## src/rtl/pzbcm_rr_grant_arbiter_if.sv

```systemverilog
// Request/grant bundle between N requesters and the round-robin grant arbiter.
// The master modport is the requester side. The slave modport is the arbiter side.
interface pzbcm_rr_grant_arbiter_if #(
   parameter int N = 2
);
   localparam int BINARY_WIDTH = (N >= 2) ? $clog2(N) : 1;

   logic [N-1:0]            i_request;
   logic                    i_free;
   logic [N-1:0]            o_grant;
   logic [BINARY_WIDTH-1:0] o_grant_index;
   logic                    o_busy;

   modport master (
      output i_request,
      output i_free,
      input  o_grant,
      input  o_grant_index,
      input  o_busy
   );

   modport slave (
      input  i_request,
      input  i_free,
      output o_grant,
      output o_grant_index,
      output o_busy
   );
endinterface

```

## src/rtl/pzbcm_rr_grant_arbiter.sv

```systemverilog
// Registered round-robin arbiter. A grant stays locked until its owner pulses i_free.
// The releasing owner then drops to lowest priority.
module pzbcm_rr_grant_arbiter #(
   parameter int N = 2
) (
   input  logic                     i_clk,
   input  logic                     i_rst,
   pzbcm_rr_grant_arbiter_if.slave  arb_if
);
   localparam int BINARY_WIDTH = (N >= 2) ? $clog2(N) : 1;

   typedef enum logic {
      IDLE,
      GRANTED
   } state_t;

   state_t                  state_q, state_d;
   logic [N-1:0]            grant_q, grant_d;
   logic [BINARY_WIDTH-1:0] index_q, index_d;
   logic [BINARY_WIDTH-1:0] last_q, last_d;

   logic [N-1:0]            request;
   logic [N-1:0]            masked;
   logic [N-1:0]            next_grant;
   logic [BINARY_WIDTH-1:0] next_index;
   logic                    any_request;

   function automatic logic [N-1:0] lowest_set(input logic [N-1:0] v);
      return v & (~v + N'(1));
   endfunction

   function automatic logic [BINARY_WIDTH-1:0] onehot_to_binary(input logic [N-1:0] oh);
      logic [BINARY_WIDTH-1:0] b;
      b = '0;
      for (int i = 0; i < N; i++) begin
         if (oh[i]) b = b | BINARY_WIDTH'(i);
      end
      return b;
   endfunction

   // Keeps only the requesters strictly above the last owner: the first pass of the wrap-around search.
   function automatic logic [N-1:0] mask_above(input logic [N-1:0] v,
                                               input logic [BINARY_WIDTH-1:0] last);
      logic [N-1:0] m;
      for (int i = 0; i < N; i++) begin
         m[i] = (i > int'(last)) ? v[i] : 1'b0;
      end
      return m;
   endfunction

   always_comb begin
      request     = arb_if.i_request;
      any_request = |request;
      masked      = mask_above(request, last_q);
      next_grant  = (|masked) ? lowest_set(masked) : lowest_set(request);
      next_index  = onehot_to_binary(next_grant);

      state_d = state_q;
      grant_d = grant_q;
      index_d = index_q;
      last_d  = last_q;

      case (state_q)
         IDLE: begin
            if (any_request) begin
               state_d = GRANTED;
               grant_d = next_grant;
               index_d = next_index;
               last_d  = next_index;
            end
         end
         GRANTED: begin
            // Without i_free the grant is locked, whatever the requests do.
            if (arb_if.i_free) begin
               if (any_request) begin
                  grant_d = next_grant;
                  index_d = next_index;
                  last_d  = next_index;
               end else begin
                  state_d = IDLE;
                  grant_d = '0;
               end
            end
         end
         default: begin
            state_d = IDLE;
            grant_d = '0;
         end
      endcase
   end

   always_ff @(posedge i_clk or posedge i_rst) begin
      if (i_rst) begin
         state_q <= IDLE;
         grant_q <= '0;
         index_q <= '0;
      end else begin
         state_q <= state_d;
         grant_q <= grant_d;
         index_q <= index_d;
      end
   end

   generate
      if (N > 1) begin : g_pointer
         // Starting at N-1 gives requester 0 first priority after reset.
         always_ff @(posedge i_clk or posedge i_rst) begin
            if (i_rst) last_q <= BINARY_WIDTH'(N - 1);
            else       last_q <= last_d;
         end
      end else begin : g_no_pointer
         logic unused_last;
         assign unused_last = ^last_d;
         assign last_q      = '0;
      end
   endgenerate

   assign arb_if.o_grant       = grant_q;
   assign arb_if.o_grant_index = index_q;
   assign arb_if.o_busy        = |grant_q;
endmodule

```

## src/flat_wrapper.sv

```systemverilog
// flat-port wrapper written by rule: the top's interface ports become plain ports
module pzbcm_rr_grant_arbiter_flat 
#(
   parameter int N = 2
)
  (i_clk, i_rst, arb_if_i_request, arb_if_i_free, arb_if_o_grant, arb_if_o_grant_index, arb_if_o_busy);
  pzbcm_rr_grant_arbiter_if #(.N(N)) arb_if_i ();
  input  logic i_clk;
  input  logic i_rst;
  input wire logic [$bits(arb_if_i.i_request)-1:0] arb_if_i_request;
  input wire logic [$bits(arb_if_i.i_free)-1:0] arb_if_i_free;
  output wire logic [$bits(arb_if_i.o_grant)-1:0] arb_if_o_grant;
  output wire logic [$bits(arb_if_i.o_grant_index)-1:0] arb_if_o_grant_index;
  output wire logic [$bits(arb_if_i.o_busy)-1:0] arb_if_o_busy;
  assign arb_if_i.i_request = arb_if_i_request;
  assign arb_if_i.i_free = arb_if_i_free;
  assign arb_if_o_grant = arb_if_i.o_grant;
  assign arb_if_o_grant_index = arb_if_i.o_grant_index;
  assign arb_if_o_busy = arb_if_i.o_busy;
  pzbcm_rr_grant_arbiter #(.N(N)) u_core (.i_clk(i_clk), .i_rst(i_rst), .arb_if(arb_if_i));
endmodule
```

## config.mk

```make
export PLATFORM = sky130hd
export DESIGN_NAME = pzbcm_rr_grant_arbiter_flat
export DESIGN_NICKNAME = d
export VERILOG_FILES = /design/src/rtl/pzbcm_rr_grant_arbiter_if.sv /design/src/rtl/pzbcm_rr_grant_arbiter.sv /design/src/flat_wrapper.sv
export SDC_FILE = /design/constraint.sdc
export NUM_CORES = 1
export LEC_CHECK = 0
export BUFFER_PORTS_ARGS = -buffer_cell sky130_fd_sc_hd__buf_2
export CAP_MARGIN = 20
export CORE_AREA = 2 2 39 41
export CTS_CLUSTER_DIAMETER = 120
export CTS_CLUSTER_SIZE = 24
export DETAILED_ROUTE_END_ITERATION = 7
export DIE_AREA = 0 0 41 43
export PLACE_DENSITY = 0.44
export SLEW_MARGIN = 5
export SYNTH_ARGS = -nofsm -noshare
export SYNTH_HDL_FRONTEND = slang
export SYNTH_SLANG_ARGS = --single-unit
```

## constraint.sdc

```tcl
create_clock -name i_clk -period 2.95 [get_ports i_clk]
set_clock_uncertainty 0.15 [all_clocks]
set_input_delay 0.295 -clock i_clk [delete_from_list [all_inputs] [get_ports i_clk]]
set_output_delay 0.295 -clock i_clk [all_outputs]
set_load 0.03 [all_outputs]
```

==> flow_summary_export.csv, run 1 <==
group,metric,value,unit
timing,relSlewSlack,0.7927,
die,rows,14,
timing,hold_ws,0.1693,ns
detailed_routing,ant_nets,0,
run,max_cap_violations,0,
timing,setup-violations-final,0,
detailed_routing,wl_per_cell,9.630,um
cts,cts.sinks,5,
cts,ctsResizeCount,0,
logic_synthesis,netlist.area_leader.share,0.4211,
placed_design,io_buffers,8,
cells_and_area,fill_cells,170,
die,dieWidth,41,um
critical_path,endpoint_kind,"output pin",
grt,antenna_found_initial,0,
logic_synthesis,ys_types,15,
critical_path,crit_required,2.51,ns
logic_synthesis,synth_edf_count,0,
placed_design,place_inst,49,
grt,grt_overflow,0,
logic_synthesis,yosysSeqAreaShare,0.5316,
critical_path,worstSetupPathType,"reg -> out",
detailed_routing,drc_errors,0,
status,status,"finished clean",
logic_synthesis,synthFlopType,"dfrtp_1",
grt,grt_max_degree,10,
critical_path,crit_arrival,1.08,ns
critical_path,startpoint_type,"flip-flop",
die,core-area,0.001384,mm^2
logic_synthesis,synth-warning-count,0,
detailed_routing,m1WireLength,220,um
die,io_pins,9,
detailed_routing,top_layer,"met3",
cts,post_cts_buffers,0,
placed_design,dp_hpwl,389.4,um
grt,grt_pass1_wl,862,um
logic_synthesis,syn_nets,31,
detailed_routing,vias_per_cell,4.093,
die,start_util,0.1718,
timing,period_needed,1.521,ns
cts,cts_tree,"yes",
cells_and_area,antenna_cells,0,
logic_synthesis,synth.area.top_cells,"dfrtp_1 (42%), dfstp_2 (11%), a31oi_1 (7.9%)",
die,die_h,43,um
die,die_area,0.001763,mm^2
cells_and_area,finalCoreUtilization,0.2378,
cts,numCtsBuffers,3,
detailed_routing,wl_met3,39,um
power,peakVddDrop,0.09761,mV
cells_and_area,syn_to_final_growth,38.42,%
timing,hold_viol_final,0,
detailed_routing,wl,520,um
timing,clock.fmax,657.5,MHz
logic_synthesis,ys_ff_latch,5,
logic_synthesis,yosysMostFrequentCell,"dfrtp_1",
cts,clk_pin_slew_worst_paths,0.04,ns
timing,worst_pin_slew,0.3110,ns
placed_design,place_congestion,0.5955,
power,totalPowerFinal,0.0002330,W
logic_synthesis,synth_common_cells,"dfrtp_1 (4), a21oi_1 (3), a31oi_1 (3), nand2_1 (3)",
timing,tns,0,ns
worst_hold_path,hold_path.class,"in -> reg",
cts,clk_latency,0.24,ns
timing,timing.final.crit_share,0.5156,
logic_synthesis,netlist_instances,26,
cts,cts_hold_buf,1,
cells_and_area,stdcell_count,54,
critical_path,worstPathMaxFanout,3,
detailed_routing,wl_met2,260,um
grt,grtUsageTotal,0.08569,
cts,htreeDepth,1,
grt,first_global_vias,215,
timing,grt_setup_unrepaired,"no",
logic_synthesis,syn_area,237.7,um^2
detailed_routing,detail_route.iter0.violations,4,
detailed_routing,vias,221,
cts,cts_buffer_depth,2,
logic_synthesis,synth.avg_cell_area,9.143,um^2
timing,finalMaxSlewViolations,0,
cells_and_area,nNetsFinal,44,
logic_synthesis,async_reset_ff_frac,1.000,
power,p_per_area,707.9,mW/mm^2
power,leakage,0.1620,nW
critical_path,regToRegSetupSlack,1.82,ns
cts,cts-root-buf,"clkbuf_4",
detailed_routing,dr.pass1.iters,2,
logic_synthesis,synth_top_cell_by_area,"dfrtp_1",
cells_and_area,drive_gt1_frac,0.3684,
==> power breakdown <==
part	internal, W	total, W	switching [W]
Sequential	0.0000823	0.0000897	0.00000735
Combinational	0.0000227	0.0000622	0.0000396
Clock	0.0000513	0.0000811	0.0000298
Total	0.000156	0.000233	0.0000767
==> layout by cell type (no fill, tap or decap), types with 2 or more instances in the layout <==
cell      netlist  final
clkbuf_4        0      3
buf_2           1      8
inv_1           2      2
nand2b_1        2      2
a21oi_1         3      3
a31oi_1         3      3
nand2_1         3      3
dfrtp_1         4      4
==> worst max-delay path: stages, from the launching register on <==
cell and delay (ns):
dfrtp_1 0.37, or2_2 0.28, buf_2 0.18
==> path summary, 6_finish.rpt <==
check	depth (start not counted)	from	endpoint
setup / recovery	2	u_core.arb_if.o_grant[0]	arb_if_o_busy
hold / removal	3	arb_if_i_request[1]	u_core.last_q
setup reg to reg	3	u_core.state_q	u_core.arb_if.o_grant_index
hold reg to reg	2	u_core.last_q	u_core.arb_if.o_grant[0]
max in group asynchronous	3	i_rst	u_core.last_q
min in group asynchronous	3	i_rst	u_core.arb_if.o_grant[1]
==> layout make-up <==
cell class,count,area (um^2),area share
clock buffer,4,26.28,0.07985
tap,16,20.02,0.06084
multi-input combinational,17,95.09,0.2890
timing repair buffer,9,50.05,0.1521
sequential,5,126.4,0.3840
inverter,3,11.26,0.03422
==> sequential cells by signal, indices dropped and copies added, names as in the netlist <==
register / count
u_core.state_q: 1
u_core.arb_if.o_grant_index: 1
u_core.arb_if.o_grant: 2
u_core.last_q: 1
==> per-layer routing <==
| layer | vias up | track usage |
|---|---|---|
| li1 | 111 | - |
| met2 | 5 | 0.09063 |
| met5 | - | 0 |
| met3 | 0 | 0.06283 |
| met4 | 0 | 0.1000 |
| met1 | 105 | 0.09446 |
==> logic make-up (layout without fill, tap and decap cells) <==
kind of cell,Yosys count,count (layout),share of synthesized area
compound gates,10,10,0.2579
buf+inv,4,16,0.06840
flops,5,5,0.5316
simple gates,7,7,0.1421
==> metrics by stage <==
stage,setup WS (ns),area [um^2]
6_report,1.429,329.1
4_1_cts,1.413,329.1
3_5_place_dp,1.681,292.8
2_1_floorplan,1.611,237.7
5_1_grt,1.365,329.1
3_3_place_gp,1.693,292.8
No activity file was read; power rests on OpenSTA's default activity.
==> inputs of run 2 (changes only) <==
==> constraint.sdc (replaced) <==
create_clock -name i_clk -period 1.5 [get_ports i_clk]
set_clock_uncertainty 0.15 [all_clocks]
set_input_delay 0.15 -clock i_clk [delete_from_list [all_inputs] [get_ports i_clk]]
set_output_delay 0.15 -clock i_clk [all_outputs]
set_load 0.03 [all_outputs]
==> flow_summary_export.csv, run 2 (synthesis results as in run 1) <==
group,metric,value,unit
detailed_routing,wl_per_cell,8.815,um
cts,clk_latency,0.24,ns
status,status,"finished clean",
placed_design,place_inst,49,
timing,worst_pin_slew,0.2845,ns
timing,clock.fmax,727.8,MHz
cts,cts_tree,"yes",
grt,antenna_found_initial,0,
power,leakage,0.1620,nW
placed_design,post-place-ws,0.3700,ns
cells_and_area,nNetsFinal,44,
cells_and_area,stdcell_count,54,
timing,hold_viol_final,0,
critical_path,crit_start,"u_core.arb_if.o_grant[0]",
detailed_routing,vias,212,
cells_and_area,largest_register_ffs,2,
grt,grt_pass1_wl,807,um
grt,grtUsageTotal,0.07879,
die,core-area,0.001384,mm^2
timing,relSlewSlack,0.8103,
critical_path,startpoint_type,"flip-flop",
run,max_cap_violations,0,
die,io_pins,9,
critical_path,worstSetupPathType,"reg -> out",
die,rows,14,
detailed_routing,detail_route.iter0.violations,8,
critical_path,crit_arrival,1.07,ns
timing,timing.final.crit_share,0.9160,
cts,clk_pin_slew_worst_paths,0.04,ns
cells_and_area,syn_to_final_growth,38.42,%
cts,cts-root-buf,"clkbuf_4",
detailed_routing,vias_per_cell,3.926,
critical_path,endpoint_kind,"output pin",
timing,period_needed,1.374,ns
detailed_routing,wl,476,um
critical_path,crit_required,1.20,ns
die,die_area,0.001763,mm^2
critical_path,reg2reg_from,"u_core.state_q",
timing,hold_ws,0.03435,ns
cells_and_area,final_common_cell,"buf_2",
timing,tns,0,ns
cts,numCtsBuffers,3,
grt,grt_overflow,0,
timing,grt_setup_unrepaired,"no",
grt,grt_max_degree,10,
worst_hold_path,hold_path.class,"in -> reg",
cells_and_area,antenna_cells,0,
detailed_routing,drc_errors,0,
die,start_util,0.1718,
timing,setup-violations-final,0,
cells_and_area,final_cell_mix,"buf_2 (8), dfrtp_1 (4)",
cts,post_cts_buffers,0,
die,die_h,43,um
grt,first_global_vias,192,
detailed_routing,ant_nets,0,
cts,cts.sinks,5,
cts,cts_buffer_depth,2,
placed_design,dp_hpwl,383.2,um
worst_hold_path,worstHoldStart,"arb_if_i_request[1]",
cells_and_area,drive_gt1_frac,0.3684,
cells_and_area,regArea,126.4,um^2
placed_design,place_congestion,0.6112,
timing,fin_ws,0.1261,ns
die,dieWidth,41,um
critical_path,worstPathMaxFanout,3,
power,p_per_area,1368,mW/mm^2
cts,htreeDepth,1,
power,peakVddDrop,0.2609,mV
timing,finalMaxSlewViolations,0,
detailed_routing,dr.pass1.iters,2,
cells_and_area,fill_cells,165,
placed_design,io_buffers,8,
cells_and_area,multi_input_area,95.09,um^2
run 2: worst max-delay path: stages (launching register included):
cell and delay (ns):
dfrtp_1 0.38, or2_2 0.29, buf_2 0.18
run 2: final timing paths:
check / to / slack, ns / cells past startpoint
setup reg to reg: u_core.arb_if.o_grant[0] / 0.39 / 3
min in group asynchronous: u_core.arb_if.o_grant_index / 0.20 / 3
max in group asynchronous: u_core.last_q / 0.76 / 3
hold reg to reg: u_core.last_q / 0.40 / 1
hold / removal: u_core.last_q / 0.03 / 3
setup / recovery: arb_if_o_busy / 0.13 / 2
run 2: final cells by class:
| class | count | share of cell area |
|---|---|---|
| clock buffer | 4 | 0.07985 |
| inverter | 3 | 0.03422 |
| tap | 16 | 0.06084 |
| multi-input combinational | 17 | 0.2890 |
| sequential | 5 | 0.3840 |
| timing repair buffer | 9 | 0.1521 |
run 2: where the power goes:
group / switching, W / internal, W / leakage (nW)
sequential: 0.0000146 / 0.000162 / 0.0560
clock: 0.0000511 / 0.000100 / 0.0150
combinational: 0.0000774 / 0.0000446 / 0.0910
total: 0.000143 / 0.000307 / 0.162
run 2: metal layers:
metal,vias up,GRT usage,part of all wire
met1,94,0.08197,0.44
met4,0,0.1000,0
met2,5,0.09063,0.48
met5,-,0,0
li1,113,-,-
met3,0,0.04712,0.084
run 2: what timing repair did:
action	CTS	global route
resized for setup	0	0
hold endpoints to repair	5	0
hold buffers	1	0
run 2: metrics by stage:
| stage | instance area, um^2 | power, W | util |
|---|---|---|---|
| final | 329.1 | 0.0004502 | 0.2378 |
| after global routing | 329.1 | 0.0004924 | 0.2378 |
| after CTS | 329.1 | 0.0004640 | 0.2378 |
| after detailed placement | 292.8 | 0.0003001 | 0.2116 |
| after global placement | 292.8 | 0.0003004 | 0.2116 |
| after floorplan | 237.7 | 0.0002635 | - |
==> inputs of run 3 (changes only) <==
--- a/config.mk
+++ b/config.mk
@@ -12,7 +12,7 @@
 export CTS_CLUSTER_SIZE = 24
 export DETAILED_ROUTE_END_ITERATION = 7
 export DIE_AREA = 0 0 41 43
-export PLACE_DENSITY = 0.44
+export PLACE_DENSITY = 0.46
 export SLEW_MARGIN = 5
 export SYNTH_ARGS = -nofsm -noshare
 export SYNTH_HDL_FRONTEND = slang
==> constraint.sdc (replaced) <==
create_clock -name i_clk -period 1.2 [get_ports i_clk]
set_clock_uncertainty 0.15 [all_clocks]
set_input_delay 0.12 -clock i_clk [delete_from_list [all_inputs] [get_ports i_clk]]
set_output_delay 0.12 -clock i_clk [all_outputs]
set_load 0.03 [all_outputs]
==> flow_summary_export.csv, run 3 (synthesis results as in run 1) <==
group,metric,value,unit
critical_path,crit_required,0.93,ns
detailed_routing,ant_nets,0,
timing,finalMaxSlewViolations,0,
placed_design,place_congestion,0.6597,
cells_and_area,final_cell_area,377.9,um^2
detailed_routing,wl_met2,217,um
timing,period_needed,1.257,ns
power,p_clk_frac,0.311,
placed_design,post-place-ws,0.08350,ns
detailed_routing,drc_errors,0,
grt,grt_overflow,0,
power,leakage,0.1828,nW
placed_design,io_buffers,8,
cts,clk_latency,0.24,ns
worst_hold_path,hold_path.class,"in -> reg",
critical_path,worstSetupPathType,"reg -> out",
timing,clock.fmax,795.4,MHz
timing,worst_pin_slew,0.2085,ns
critical_path,endpoint_kind,"output pin",
cells_and_area,nNetsFinal,47,
cts,cts-root-buf,"clkbuf_4",
die,core-area,0.001384,mm^2
grt,antenna_found_initial,0,
timing,relSlewSlack,0.8608,
die,dieWidth,41,um
die,start_util,0.1718,
timing,timing.final.crit_share,1.048,
cells_and_area,final_common_cell,"buf_2",
timing,fin_ws,-0.05728,ns
power,sw_frac_of_total,0.3113,
detailed_routing,m1WireLength,255,um
run,max_cap_violations,0,
cells_and_area,antenna_cells,0,
status,failed_checks,"setup timing",
cells_and_area,largest_register_ffs,2,
grt,grt_pass1_wl,855,um
cells_and_area,syn_to_final_growth,58.95,%
cts,cts_tree,"yes",
status,status,"finished, violations left",
cts,cts_buffer_depth,2,
timing,hold_viol_final,0,
detailed_routing,wl_met3,57,um
power,peakVddDrop,0.6410,mV
grt,grt_max_degree,10,
detailed_routing,vias_per_cell,3.947,
die,rows,14,
timing,tns,-0.05728,ns
power,p_comb_frac,0.335,
cells_and_area,drive_gt1_frac,0.4146,
placed_design,placed_area,292.8,um^2
power,p_per_area,1650,mW/mm^2
power,internal_power,0.0004293,W
critical_path,crit_arrival,0.99,ns
detailed_routing,detail_route.iter0.violations,11,
power,p_sw,0.0001940,W
die,io_pins,9,
placed_design,place_inst,49,
die,die_area,0.001763,mm^2
detailed_routing,wl,529,um
timing,setup-violations-final,1,
detailed_routing,vias,225,
cts,cts.sinks,5,
detailed_routing,top_layer,"met3",
detailed_routing,wl_per_cell,9.281,um
cts,clk_pin_slew_worst_paths,0.04,ns
grt,grtUsageTotal,0.08081,
detailed_routing,dr.pass1.iters,3,
power,totalPowerFinal,0.0006233,W
critical_path,startpoint_type,"flip-flop",
power,seqPwrFrac,0.353,
cts,htreeDepth,1,
die,die_h,43,um
cells_and_area,stdcell_count,57,
placed_design,dp_hpwl,370.6,um
timing,grt_setup_unrepaired,"yes",
grt,first_global_vias,201,
cells_and_area,final_cell_mix,"buf_2 (5), dfrtp_1 (4)",
cts,numCtsBuffers,3,
critical_path,worstPathMaxFanout,2,
==> run 3: final timing paths <==
check | start | to | slack, ns | depth (start not counted)
min in group asynchronous | i_rst | u_core.state_q | 0.17 | 3
min | arb_if_i_request[0] | u_core.arb_if.o_grant_index | 0.02 | 2
max | u_core.arb_if.o_grant[0] | arb_if_o_busy | -0.06 | 2
max in group asynchronous | i_rst | u_core.last_q | 0.48 | 3
min reg2reg | u_core.last_q | u_core.last_q | 0.40 | 1
max reg2reg | u_core.last_q | u_core.arb_if.o_grant_index | 0.16 | 2
==> run 3: cell type report <==
type	instances	area, um^2
flip-flops and latches	5	126.4
inverters	3	11.26
repair buffers	12	93.84
fillers	145	1006
clock buffers	4	26.28
well taps	16	20.02
multi-input cells	17	100.1
==> run 3: per-stage QoR <==
| step | utilization | hold slack [ns] |
|---|---|---|
| 2_1_floorplan | - | -0.2522 |
| 3_3_place_gp | 0.2116 | -0.1168 |
| 3_5_place_dp | 0.2116 | -0.1171 |
| 4_1_cts | 0.2640 | 0.005239 |
| 5_1_grt | 0.2731 | 0.02050 |
| 6_report | 0.2731 | 0.01581 |
==> run 3: worst max-delay path, stage by stage, from the launching register on <==
cell,delay [ns]
dfrtp_1,0.37
or2_4,0.25
buf_6,0.13
==> run 3: repair_timing <==
action | in CTS | in global routing
resized for setup | 4 | 5
endpoints found under the hold margin | 6 | 0
endpoints found under the setup margin | 1 | 6
setup buffers | 2 | 0
hold buffers | 2 | 0
pin swaps | 1 | 1
==> run 3: routing by layer <==
| layer | vias to the layer above | GRT usage |
|---|---|---|
| met3 | 0 | 0.07853 |
| met1 | 97 | 0.09836 |
| li1 | 117 | - |
| met4 | 0 | 0.04000 |
| met2 | 11 | 0.09063 |
| met5 | - | 0 |
==> run 3: power groups by stage <==
stage | logic [W] | clock network (W) | registers (W)
floorplan | 0.0000715 | 0 | 0.000258
global placement | 0.000152 | 0 | 0.000222
detailed placement | 0.000151 | 0 | 0.000223
CTS | 0.000197 | 0.000205 | 0.000220
global route | 0.000228 | 0.000217 | 0.000223
finish | 0.000209 | 0.000194 | 0.000220
